## config.mk

```make
export PLATFORM = sky130hd
export DESIGN_NAME = cond_flag_unit
export DESIGN_NICKNAME = d
export VERILOG_FILES = /design/src/rtl/cond_flag_unit.sv
export SDC_FILE = /design/constraint.sdc
export NUM_CORES = 1
export LEC_CHECK = 0
export CORE_AREA = 3 3 59 61
export CTS_CLUSTER_DIAMETER = 60
export DETAILED_ROUTE_END_ITERATION = 16
export DIE_AREA = 0 0 62 64
export GPL_ROUTABILITY_DRIVEN = 0
export PLACE_DENSITY = 0.66
export SYNTH_ARGS = -nofsm -noshare
export SYNTH_HDL_FRONTEND = slang
export SYNTH_SLANG_ARGS = --single-unit
```

## constraint.sdc

```tcl
create_clock -name clk -period 1.71 [get_ports clk]
set_input_delay 0.4275 -clock clk [delete_from_list [all_inputs] [get_ports clk]]
set_output_delay 0.4275 -clock clk [all_outputs]
set_load 0.02 [all_outputs]
```

## src/rtl/cond_flag_unit.sv

```systemverilog
// Architectural NZCV flag holder and B.cond resolver: tracks in-flight flag setters,
// stalls a branch until its flags are final, optionally forwarding same-cycle flags.
module cond_flag_unit #(
    parameter int PEND_MAX = 3,
    parameter bit FWD_EN   = 1'b1,
    localparam int CNT_W   = $clog2(PEND_MAX + 1)
) (
    input  logic             clk,
    input  logic             reset,
    input  logic             flag_we,
    input  logic             negative,
    input  logic             zero,
    input  logic             carry_out,
    input  logic             overflow,
    input  logic             flag_issue,
    input  logic             flush,
    input  logic             br_valid,
    input  logic [3:0]       br_cond,
    output logic             br_ready,
    output logic             taken_valid,
    output logic             taken,
    output logic [3:0]       nzcv,
    output logic [CNT_W-1:0] pend_cnt,
    output logic             ovf_err
);

    typedef enum logic [1:0] {
        ST_IDLE,
        ST_WAIT,
        ST_RESOLVE
    } state_t;

    localparam logic [CNT_W-1:0] CNT_MAX = CNT_W'(PEND_MAX);
    localparam logic [CNT_W-1:0] CNT_ONE = CNT_W'(1);

    state_t           state_q, state_d;
    logic [3:0]       nzcv_q, nzcv_d;
    logic [CNT_W-1:0] pend_q, pend_d;
    logic [3:0]       cond_q, cond_d;
    logic             taken_q, taken_d;
    logic             tv_q, tv_d;
    logic             ovf_q, ovf_d;

    logic [3:0] in_flags;
    logic [3:0] eff_flags;
    logic       last_we;
    logic       accept;

    // Flags are packed {N,Z,C,V}.
    function automatic logic cond_eval(input logic [3:0] c, input logic [3:0] f);
        logic n, z, cy, v;
        {n, z, cy, v} = f;
        case (c)
            4'h0:    return z;
            4'h1:    return !z;
            4'h2:    return cy;
            4'h3:    return !cy;
            4'h4:    return n;
            4'h5:    return !n;
            4'h6:    return v;
            4'h7:    return !v;
            4'h8:    return cy && !z;
            4'h9:    return !cy || z;
            4'hA:    return n == v;
            4'hB:    return n != v;
            4'hC:    return !z && (n == v);
            4'hD:    return z || (n != v);
            default: return 1'b1;
        endcase
    endfunction

    always_comb begin
        // NOTE: every signal assigned here gets a default first so no path can infer a latch.
        state_d = state_q;
        nzcv_d  = nzcv_q;
        pend_d  = pend_q;
        cond_d  = cond_q;
        taken_d = taken_q;
        tv_d    = 1'b0;
        ovf_d   = ovf_q;

        in_flags  = {negative, zero, carry_out, overflow};
        eff_flags = (FWD_EN && flag_we) ? in_flags : nzcv_q;
        last_we   = flag_we && (pend_q <= CNT_ONE);
        br_ready  = (state_q == ST_IDLE) && !flush && !reset;
        accept    = br_valid && br_ready;

        if (flag_we) nzcv_d = in_flags;

        // A saturated issue holds the count; the sticky error records the lost setter.
        if (flag_issue && !flag_we && pend_q == CNT_MAX) ovf_d = 1'b1;

        if (flush) begin
            pend_d = '0;
        end else if (flag_issue && !flag_we) begin
            if (pend_q != CNT_MAX) pend_d = pend_q + CNT_ONE;
        end else if (flag_we && !flag_issue) begin
            if (pend_q != '0) pend_d = pend_q - CNT_ONE;
        end

        if (accept) cond_d = br_cond;

        case (state_q)
            ST_IDLE: begin
                if (accept) begin
                    if (pend_q == '0 && !flag_we) begin
                        tv_d    = 1'b1;
                        taken_d = cond_eval(br_cond, nzcv_q);
                    end else if (last_we) begin
                        if (FWD_EN) begin
                            tv_d    = 1'b1;
                            taken_d = cond_eval(br_cond, eff_flags);
                        end else begin
                            state_d = ST_RESOLVE;
                        end
                    end else begin
                        state_d = ST_WAIT;
                    end
                end
            end
            ST_WAIT: begin
                if (flush) begin
                    state_d = ST_IDLE;
                end else if (last_we) begin
                    if (FWD_EN) begin
                        tv_d    = 1'b1;
                        taken_d = cond_eval(cond_q, eff_flags);
                        state_d = ST_IDLE;
                    end else begin
                        state_d = ST_RESOLVE;
                    end
                end
            end
            ST_RESOLVE: begin
                state_d = ST_IDLE;
                if (!flush) begin
                    tv_d    = 1'b1;
                    taken_d = cond_eval(cond_q, nzcv_q);
                end
            end
            default: state_d = ST_IDLE;
        endcase
    end

    // NOTE: state registers use non-blocking assignments so all flops update together at the edge.
    always_ff @(posedge clk or posedge reset) begin
        if (reset) begin
            state_q <= ST_IDLE;
            nzcv_q  <= '0;
            pend_q  <= '0;
            cond_q  <= '0;
            taken_q <= 1'b0;
            tv_q    <= 1'b0;
            ovf_q   <= 1'b0;
        end else begin
            state_q <= state_d;
            nzcv_q  <= nzcv_d;
            pend_q  <= pend_d;
            cond_q  <= cond_d;
            taken_q <= taken_d;
            tv_q    <= tv_d;
            ovf_q   <= ovf_d;
        end
    end

    assign taken_valid = tv_q;
    assign taken       = taken_q;
    assign nzcv        = nzcv_q;
    assign pend_cnt    = pend_q;
    assign ovf_err     = ovf_q;

endmodule

```

==> flow_summary_export.csv, run 1 <==
group,metric,value,unit
global_route,global_route_wire_length_before_repair,5823,um
timing,rsz_0062_raised_after_global_routing,"yes",
route,m1WireLength,1569,um
timing,timing.slew.headroom,74.42,%
flow_run,drv_cap,0,
route,met3RoutedLength,167,um
floorplanning,boundaryPins,24,
clocking,cts_inserted_buffers,3,
outcome,violated_checks,"negative setup slack",
cells_and_area,fin_cells,238,
clocking,clock-root-buffer,"sky130_fd_sc_hd__clkbuf_4",
pwr,pwr_density_cell,780.4,nW/um^2
pwr,fin_total_pwr,0.001455,W
worst_hold_path,hold_path_class,"in -> async",
route,highest_layer,"met4",
timing,hold_violations,0,
route,detail_route.iter0.violations,46,
timing,period_share,114.4,%
clocking,cts_max_level,1,
floorplanning,design.die.area,3968,um^2
clocking,ctsHoldBuffers,0,
placed_design,portBuffers,23,
placed_design,dp.cells,232,
clocking,clockBufferDepth,2,
timing,setup-violations-final,1,
yosys,syn_inst,131,
route,vias,1277,
yosys,number_of_nets_produced_by_synthesis,148,
clocking,clk_pin_slew_worst_paths,90,ps
clocking,clock_sinks,14,
floorplanning,num_rows,20,
route,routed_wire_length_per_instance,14.99,um
global_route,track_usage,19.17,%
cells_and_area,antenna_cells_inserted,0,
yosys,synth-warning-count,0,
cells_and_area,final_core_util,61.57,%
placed_design,detailedPlacementHpwl,2758,um
pwr,p_leak,0.8530,nW
worst_setup_path,path_class,"in -> reg",
timing,layout_min_cycle_time,1957,ps
clocking,clk_latency,280,ps
floorplanning,starting_density_of_the_core,39.79,%
global_route,grt_start_max_net_pins,14,
worst_setup_path,endpoint_kind,"register",
timing,max_slew.worst_pin.slew,379.7,ps
route,drt-total-wl,3568,um
timing,fin_skew,3.325,ps
cells_and_area,final_nets,212,
yosys,synth-async-reset-ratio,100.0,%
global_route,initial_antenna_violation_count,0,
route,first_pass_iters,4,
clocking,cts_tree,"done",
worst_setup_path,crit-reg2reg-capture,"taken",
yosys,syn_avg_cell_area,9.198,um^2
yosys,synthesis.area,1205,um^2
worst_setup_path,critical_path.reg2reg.startpoint,"pend_cnt[1]",
cells_and_area,nFillCells,271,
route,drc,0,
yosys,synth.ff_latch_count,14,
yosys,synthDistinctLibCells,41,
timing,setup_ws,-247.1,ps
floorplanning,design.core.area,3028,um^2
timing,timing.final.max_slew_violations,0,
yosys,ys_dominant_reg_cell,"sky130_fd_sc_hd__dfrtp_1",
timing,achievable-frequency,511.0,MHz
floorplanning,die_height,64,um
yosys,synth_edf_count,0,
cells_and_area,syn2layout_area_growth,54.72,%
worst_setup_path,setup.worst_path.start_class,"input pin",
worst_setup_path,reg2reg_depth,7,
cells_and_area,drive_above_1_share,40.21,%
route,routed_via_density,5.366,
worst_setup_path,critPathMaxFanout,4,
worst_setup_path,critPathArrivalTime,2100,ps
route,met2_length,1786,um
global_route,grt_remaining_overflow,0,
global_route,first_global_vias,1270,
timing,holdWs,412.7,ps
outcome,result_of_the_run,"finished with violations",
pwr,ir_worst_vdd,0.0004823,V
worst_setup_path,crit_required,1860,ps
yosys,synth.yosys.seq_area_share,29.08,%
timing,sum_of_negative_setup_slack,-247.1,ps
worst_setup_path,r2r_setup_slack,-240,ps
floorplanning,die_width,62,um
route,antenna_left,0,
critical path: stages:
cell and delay (ps):
sky130_fd_sc_hd__dlygate4sd2_1 280, sky130_fd_sc_hd__buf_4 150, sky130_fd_sc_hd__nor2b_1 100, sky130_fd_sc_hd__nor4b_1 60, sky130_fd_sc_hd__or4_1 460, sky130_fd_sc_hd__or4_4 420, sky130_fd_sc_hd__o31ai_2 80, sky130_fd_sc_hd__a311oi_1 120
through the flow:
| step | setup WS (ps) | cell area [um^2] |
|---|---|---|
| 6_report | -247.1 | 1864 |
| 5_1_grt | -340.0 | 1864 |
| 4_1_cts | -241.8 | 1842 |
| 3_5_place_dp | -827.8 | 1790 |
| 3_3_place_gp | -807.0 | 1790 |
| 2_1_floorplan | -242.2 | 1244 |
logic make-up after synthesis:
group,Yosys count,synth area share [%]
AOI/OAI and AO/OA,31,18.17
xor gates and xnor gates,8,5.815
adders and majority gates,3,3.116
buffers and inverters,20,7.996
DFF,14,29.08
muxes,13,14.54
and+or+nand+nor,42,21.29
synthesized netlist by cell type, drive strengths merged (3+ instances only):
master	count	share of area, %
xor2	5	3.6
nor4b	3	2.2
o31ai	3	1.9
ha	3	3.1
inv	10	3.1
mux2	6	5.6
or3	4	2.1
mux4	3	5.6
a31oi	6	3.1
o21ai	3	1.2
nor3	4	1.7
buf	7	3.9
xnor2	3	2.2
nand2b	8	4.2
nand2	5	1.6
nor2b	5	2.6
dfrtp	14	29
mux2i	4	3.3
clkbuf	3	0.93
nor2	3	0.93
a21oi	3	1.2
flip-flops by register name, summed over array words and instances, names as in the netlist:
name and count:
cond_q 4, nzcv 4, ovf_err 1, pend_cnt 2, state_q 1, taken 1
taken_valid 1
placed cells by master (no fill, tap or decap), types with 3 or more instances in the layout:
cell                              instances
sky130_fd_sc_hd__a21oi_1                  3
sky130_fd_sc_hd__a31oi_1                  6
sky130_fd_sc_hd__buf_4                   45
sky130_fd_sc_hd__clkbuf_4                 3
sky130_fd_sc_hd__clkdlybuf4s50_1          5
sky130_fd_sc_hd__dfrtp_1                  8
sky130_fd_sc_hd__dfrtp_2                  6
sky130_fd_sc_hd__dlygate4sd2_1           12
sky130_fd_sc_hd__dlymetal6s2s_1           3
sky130_fd_sc_hd__inv_1                    8
sky130_fd_sc_hd__mux2_2                   6
sky130_fd_sc_hd__mux2i_1                  4
sky130_fd_sc_hd__mux4_2                   3
sky130_fd_sc_hd__nand2_1                  5
sky130_fd_sc_hd__nand2b_1                 7
sky130_fd_sc_hd__nor2_1                   3
sky130_fd_sc_hd__nor2b_1                  5
sky130_fd_sc_hd__nor3_1                   3
sky130_fd_sc_hd__nor4b_1                  3
sky130_fd_sc_hd__o21ai_0                  3
sky130_fd_sc_hd__or3_1                    4
sky130_fd_sc_hd__xor2_1                   4
report_power, final:
group          internal [W]  switching [W]  total [W]
logic              0.000395       0.000345   0.000739
clock network      0.000130       0.000111   0.000241
registers          0.000404      0.0000706   0.000474
total              0.000928       0.000527    0.00145
routing by layer:
metal / vias up / global-route usage (%)
li1: 615 / -
met4: 0 / 2.918
met3: 8 / 4.242
met1: 611 / 25.47
met5: - / 0
met2: 43 / 31.74
what timing repair did:
item	4_1_cts	5_1_grt
setup endpoints to repair	10	3
buffers inserted	0	1
gates resized for setup	27	8
pin swaps	3	2
cloned	1	0
worst max path at each step:
stage	start	end	slack (ps)	depth (start not counted)
floorplan	nzcv[2]	taken	-240	7
global placement	flag_we	taken	-810	8
detailed placement	flag_we	taken	-830	8
CTS	pend_cnt[1]	taken	-240	7
global route	nzcv[1]	taken	-340	6
finish	br_cond[2]	taken	-250	8
cell type report:
cell class | count | area, um^2 | area share [%]
multi-input cells | 97 | 814.5 | 43.69
repair buffers | 69 | 563.0 | 30.20
flip-flops and latches | 14 | 357.8 | 19.19
well taps | 44 | 55.05 | 2.953
inverters | 10 | 37.54 | 2.013
clock buffers | 4 | 36.28 | 1.946
(Power assumes the default switching activity.)
==> run 2, diff against run 1 <==
--- a/config.mk
+++ b/config.mk
@@ -11,6 +11,7 @@
 export DIE_AREA = 0 0 62 64
 export GPL_ROUTABILITY_DRIVEN = 0
 export PLACE_DENSITY = 0.66
+export SETUP_SLACK_MARGIN = 0.4
 export SYNTH_ARGS = -nofsm -noshare
 export SYNTH_HDL_FRONTEND = slang
 export SYNTH_SLANG_ARGS = --single-unit
==> run 2 against run 1 <==
Fmax grew 0.81%. Wire length grew 3.8%. The flow still finishes with violations (negative setup slack). Highest routed layer unchanged. Power grew 11%.
==> flow_summary_export.csv, run 2 (same netlist as run 1, synthesis figures left out) <==
group,metric,value,unit
outcome,result_of_the_run,"finished with violations",
outcome,violated_checks,"negative setup slack",
timing,setup_ws,-231.4,ps
floorplanning,die_height,64,um
timing,achievable-frequency,515.1,MHz
cells_and_area,mostFrequentLayoutCell,"sky130_fd_sc_hd__buf_4",
worst_setup_path,path_class,"reg -> reg",
pwr,fin_total_pwr,0.001615,W
floorplanning,boundaryPins,24,
global_route,track_usage,20.58,%
clocking,clock_sinks,14,
cells_and_area,final_nets,218,
clocking,cts_tree,"done",
timing,rsz_0062_raised_after_global_routing,"yes",
timing,layout_min_cycle_time,1941,ps
global_route,initial_antenna_violation_count,0,
timing,period_share,113.5,%
pwr,ir_worst_vdd,0.0002572,V
clocking,clock-root-buffer,"sky130_fd_sc_hd__clkbuf_4",
timing,fin_skew,2.531,ps
pwr,pwr_density_cell,799.6,nW/um^2
worst_setup_path,endpoint_kind,"register",
worst_setup_path,critPathMaxFanout,2,
cells_and_area,fin_cells,244,
timing,timing.final.max_slew_violations,0,
floorplanning,num_rows,20,
cells_and_area,drive_above_1_share,52.00,%
flow_run,drv_cap,0,
cells_and_area,final_core_util,66.69,%
clocking,ctsHoldBuffers,0,
cells_and_area,antenna_cells_inserted,0,
clocking,cts_inserted_buffers,3,
floorplanning,starting_density_of_the_core,39.79,%
clocking,clockBufferDepth,2,
global_route,grt_remaining_overflow,0,
cells_and_area,syn2layout_area_growth,67.60,%
placed_design,dp.cells,231,
clocking,clk_pin_slew_worst_paths,90,ps
timing,hold_violations,0,
global_route,global_route_wire_length_before_repair,6078,um
placed_design,portBuffers,23,
clocking,cts_max_level,1,
timing,sum_of_negative_setup_slack,-231.4,ps
worst_hold_path,hold_path_class,"in -> async",
cells_and_area,mostFrequentLayoutCells,"sky130_fd_sc_hd__buf_4, sky130_fd_sc_hd__buf_6, sky130_fd_sc_hd__dfrtp_1, sky130_fd_sc_hd__inv_1, sky130_fd_sc_hd__nand2b_1",
route,drt-total-wl,3705,um
global_route,first_global_vias,1334,
clocking,clk_latency,290,ps
route,drc,0,
worst_setup_path,setup.worst_path.start_class,"register",
worst_setup_path,r2r_setup_slack,-230,ps
route,vias,1309,
route,routed_wire_length_per_instance,15.18,um
timing,setup-violations-final,1,
route,routed_via_density,5.365,
pwr,p_leak,0.8948,nW
floorplanning,design.core.area,3028,um^2
route,first_pass_iters,4,
timing,max_slew.worst_pin.slew,352.2,ps
route,detail_route.iter0.violations,24,
route,antenna_left,0,
floorplanning,design.die.area,3968,um^2
floorplanning,die_width,62,um
placed_design,detailedPlacementHpwl,2781,um
timing,timing.slew.headroom,76.44,%
worst_setup_path,critPathArrivalTime,2110,ps
worst_setup_path,crit_required,1880,ps
timing,holdWs,282.1,ps
global_route,grt_start_max_net_pins,15,
[run 2: cell count changes in the layout (fill, tap and decap cells not counted), sizes merged]
cell	change
buf	+15
clkdlybuf4s15	+2
clkdlybuf4s50	-2
dlygate4sd2	-6
dlymetal6s2s	-3
[run 2: critical path, cell delays in order, from the launching register on]
cell and delay, ps:
sky130_fd_sc_hd__dfrtp_2 430, sky130_fd_sc_hd__inv_2 80, sky130_fd_sc_hd__ha_4 140, sky130_fd_sc_hd__nand2b_4 60, sky130_fd_sc_hd__or4_1 510, sky130_fd_sc_hd__or4_4 430, sky130_fd_sc_hd__o31ai_2 70, sky130_fd_sc_hd__a311oi_1 110
[run 2: power breakdown]
part / switching, W / leakage [nW] / internal, W
logic: 0.000388 / 0.712 / 0.000491
registers: 0.0000799 / 0.162 / 0.000404
clock network: 0.000123 / 0.0210 / 0.000130
total: 0.000591 / 0.895 / 0.00102
[run 2: area by class of cell]
type                            instances  area (um^2)
Clock buffer                            4        36.28
Tap cell                               44        55.05
Fill cell                             257         1008
Sequential cell                        14        357.8
Timing Repair Buffer                   75        659.4
Inverter                               10        37.54
Multi-Input combinational cell         97        873.3
[run 2: path summary, 6_finish.rpt]
kind	from	depth (start not counted)	end
setup / recovery	pend_cnt[1]	7	taken
hold / removal	reset	3	state_q[0]
setup reg to reg	pend_cnt[1]	7	taken
hold reg to reg	ovf_err	1	ovf_err
max in group asynchronous	reset	3	nzcv[3]
min in group clk	ovf_err	1	ovf_err
[run 2: metrics by stage]
stage | instance area [um^2] | setup slack [ps]
6_report | 2019 | -231.4
2_1_floorplan | 1291 | -242.2
5_1_grt | 2019 | -279.1
3_3_place_gp | 1809 | -790.1
4_1_cts | 1961 | -207.1
3_5_place_dp | 1809 | -820.2
[run 2: timing repair]
| item | CTS | global route |
|---|---|---|
| pin swaps | 5 | 4 |
| gates cloned | 1 | 0 |
| setup endpoints to repair | 22 | 17 |
| resized for setup | 90 | 16 |
| setup buffers | 6 | 2 |
[run 2: routing by layer]
metal	track usage [%]	part of all wire (%)	up-vias
li1	-	-	627
met1	24.65	41	645
met2	34.84	53	27
met3	2.626	3.1	10
met4	9.814	3.0	0
met5	0	0	-
==> run 3, diff against run 2 <==
--- a/config.mk
+++ b/config.mk
@@ -5,12 +5,11 @@
 export SDC_FILE = /design/constraint.sdc
 export NUM_CORES = 1
 export LEC_CHECK = 0
-export CORE_AREA = 3 3 59 61
+export CORE_AREA = 3 3 56 58
 export CTS_CLUSTER_DIAMETER = 60
 export DETAILED_ROUTE_END_ITERATION = 16
-export DIE_AREA = 0 0 62 64
-export GPL_ROUTABILITY_DRIVEN = 0
-export PLACE_DENSITY = 0.66
+export DIE_AREA = 0 0 59 61
+export PLACE_DENSITY = 0.72
 export SETUP_SLACK_MARGIN = 0.4
 export SYNTH_ARGS = -nofsm -noshare
 export SYNTH_HDL_FRONTEND = slang
==> run 3 against run 2 <==
The flow still finishes with violations (negative setup slack). Highest routed layer unchanged. Non-clock buffer count decreased by 1. Cell area increased by 2.4%. Count of clock-buffer cells in the layout unchanged. Clock skew increased by 5.7 ps. Combinational power increased by 4.8%. Power increased by 1.9%. Wire length increased by 8.8%. Final cell count decreased by 5.7%. Critical endpoint unchanged. Hold slack got worse by 110 ps. Utilization increased by 9.6 points.
==> flow_summary_export.csv, run 3 (same netlist as run 1, synthesis figures left out) <==
group,metric,value,unit
timing,timing.slew.headroom,75.27,%
global_route,first_global_vias,1394,
worst_setup_path,critPathMaxStageDelay,480,ps
worst_setup_path,crit-reg2reg-capture,"taken",
floorplanning,num_rows,19,
timing,setup_ws,-274.4,ps
route,routed_via_density,5.857,
flow_run,drv_cap,0,
floorplanning,boundaryPins,24,
placed_design,detailedPlacementHpwl,2932,um
cells_and_area,fin_cells,230,
timing,setup-violations-final,1,
worst_setup_path,critPathMaxFanout,4,
worst_hold_path,hold_path_class,"in -> async",
timing,fin_skew,8.219,ps
clocking,clk_pin_slew_worst_paths,100,ps
clocking,clockBufferDepth,2,
floorplanning,die_height,61,um
route,vias,1347,
cells_and_area,antenna_cells_inserted,0,
global_route,global_route_wire_length_before_repair,6348,um
worst_setup_path,critPathLaunch,"br_cond[2]",
route,first_pass_iters,4,
pwr,relative_contribution_of_the_clock_network_to_total_power,15.1,%
pwr,p_leak,0.9336,nW
outcome,violated_checks,"negative setup slack",
route,detail_route.iter0.violations,49,
worst_setup_path,crit_required,1880,ps
pwr,ir_worst_vdd,0.0005977,V
worst_setup_path,critPathArrivalTime,2150,ps
route,routed_wire_length_per_instance,17.53,um
pwr,fin_total_pwr,0.001646,W
clocking,cts_max_level,1,
pwr,pwr_density_cell,796.1,nW/um^2
global_route,initial_antenna_violation_count,0,
worst_setup_path,r2r_setup_slack,-270,ps
clocking,clock-root-buffer,"sky130_fd_sc_hd__clkbuf_4",
pwr,power.switching_fraction,37.20,%
cells_and_area,mostFrequentLayoutCell,"sky130_fd_sc_hd__buf_4",
cells_and_area,syn2layout_area_growth,71.55,%
floorplanning,die_width,59,um
floorplanning,design.die.area,3599,um^2
pwr,share_seq_of_total_power,29.0,%
clocking,clk_latency,290,ps
timing,achievable-frequency,503.9,MHz
pwr,comb_power_share,55.9,%
worst_setup_path,cpMostUsedCell,"sky130_fd_sc_hd__or4_4",
clocking,cts_tree,"done",
timing,timing.final.max_slew_violations,0,
route,antenna_left,0,
worst_setup_path,worstPathCellList,"clkdlybuf4s15_1 > buf_4 > nor2b_1 > nor4b_1 > or4_4 > or4_4 > o31ai_4 > a311oi_1",
placed_design,dp.cells,218,
clocking,clock_sinks,14,
route,drc,0,
floorplanning,design.core.area,2710,um^2
clocking,cts_inserted_buffers,3,
cells_and_area,nFillCells,183,
worst_setup_path,critical_path.reg2reg.startpoint,"pend_cnt[1]",
cells_and_area,mostFrequentLayoutCells,"sky130_fd_sc_hd__buf_4, sky130_fd_sc_hd__buf_6, sky130_fd_sc_hd__dfrtp_1, sky130_fd_sc_hd__inv_1, sky130_fd_sc_hd__nand2b_1",
global_route,track_usage,23.09,%
worst_setup_path,reg2reg_depth,7,
placed_design,portBuffers,23,
global_route,grt_start_max_net_pins,11,
global_route,grt_remaining_overflow,0,
timing,period_share,116.0,%
cells_and_area,drive_above_1_share,53.27,%
cells_and_area,final_nets,217,
worst_setup_path,setup.worst_path.start_class,"input pin",
floorplanning,starting_density_of_the_core,44.46,%
timing,max_slew.worst_pin.slew,365.9,ps
pwr,net-switching-power,0.0006121,W
timing,rsz_0062_raised_after_global_routing,"yes",
worst_setup_path,timing.critical_path.slowest_stage_cell,"sky130_fd_sc_hd__or4_4",
outcome,result_of_the_run,"finished with violations",
placed_design,finalWeightedCongestion,0.8840,
worst_setup_path,path_class,"in -> reg",
worst_setup_path,endpoint_kind,"register",
route,drt-total-wl,4031,um
timing,layout_min_cycle_time,1984,ps
pwr,power_report.internal_total,0.001034,W
timing,hold_violations,0,
==> run 3: repair_timing <==
item                       4_1_cts  5_1_grt
hold buffers                     0        0
pin swaps                        7        9
setup endpoints to repair       23       15
setup buffers                    5        3
resized for setup              100       17
==> run 3: worst max-delay path by stage <==
stage	to	slack [ps]	cells after the start
after floorplan	taken	-240	7
after global placement	taken	-770	7
after detailed placement	taken	-790	8
after CTS	taken	-310	6
after global routing	taken	-350	6
final	taken	-270	8
==> run 3: stage by stage <==
step	setup slack, ps	hold slack [ps]	area, um^2	utilization [%]	TNS, ps
finish	-274.4	167.6	2067	76.27	-274.4
global route	-353.6	175.4	2067	76.27	-353.6
CTS	-305.3	167.6	1968	72.62	-305.3
detailed placement	-789.9	446.1	1793	66.16	-2866
global placement	-772.8	443.0	1793	66.16	-2585
floorplan	-242.2	316.5	1291	-	-242.2
==> run 3: layout make-up <==
cell class	count	area, um^2	area share [%]
multi-input combinational	97	930.9	45.04
timing repair buffer	74	666.9	32.26
sequential	14	356.6	17.25
tap	31	38.79	1.877
inverter	10	37.54	1.816
clock buffer	4	36.28	1.755
==> run 3: routing by layer <==
layer,up-vias,global-route usage (%),share of wire (%)
li1,629,-,-
met1,658,26.79,40
met2,56,42.59,54
met3,4,2.766,4.9
met4,0,10.03,0.94
met5,-,0,0
==> run 3: power groups by stage <==
stage	Combinational (W)	Sequential, W	Clock, W
after floorplan	0.000363	0.000530	0
after global placement	0.000735	0.000480	0
after detailed placement	0.000762	0.000481	0
after CTS	0.000847	0.000473	0.000252
after global routing	0.000987	0.000486	0.000266
final	0.000921	0.000477	0.000248
==> run 3: critical path, delay by kind of cell <==
kind                   cells  cell delay, ps
AO/OA/AOI/OAI              2             190
buffers and inverters      2             420
AND/OR/NAND/NOR            4            1110
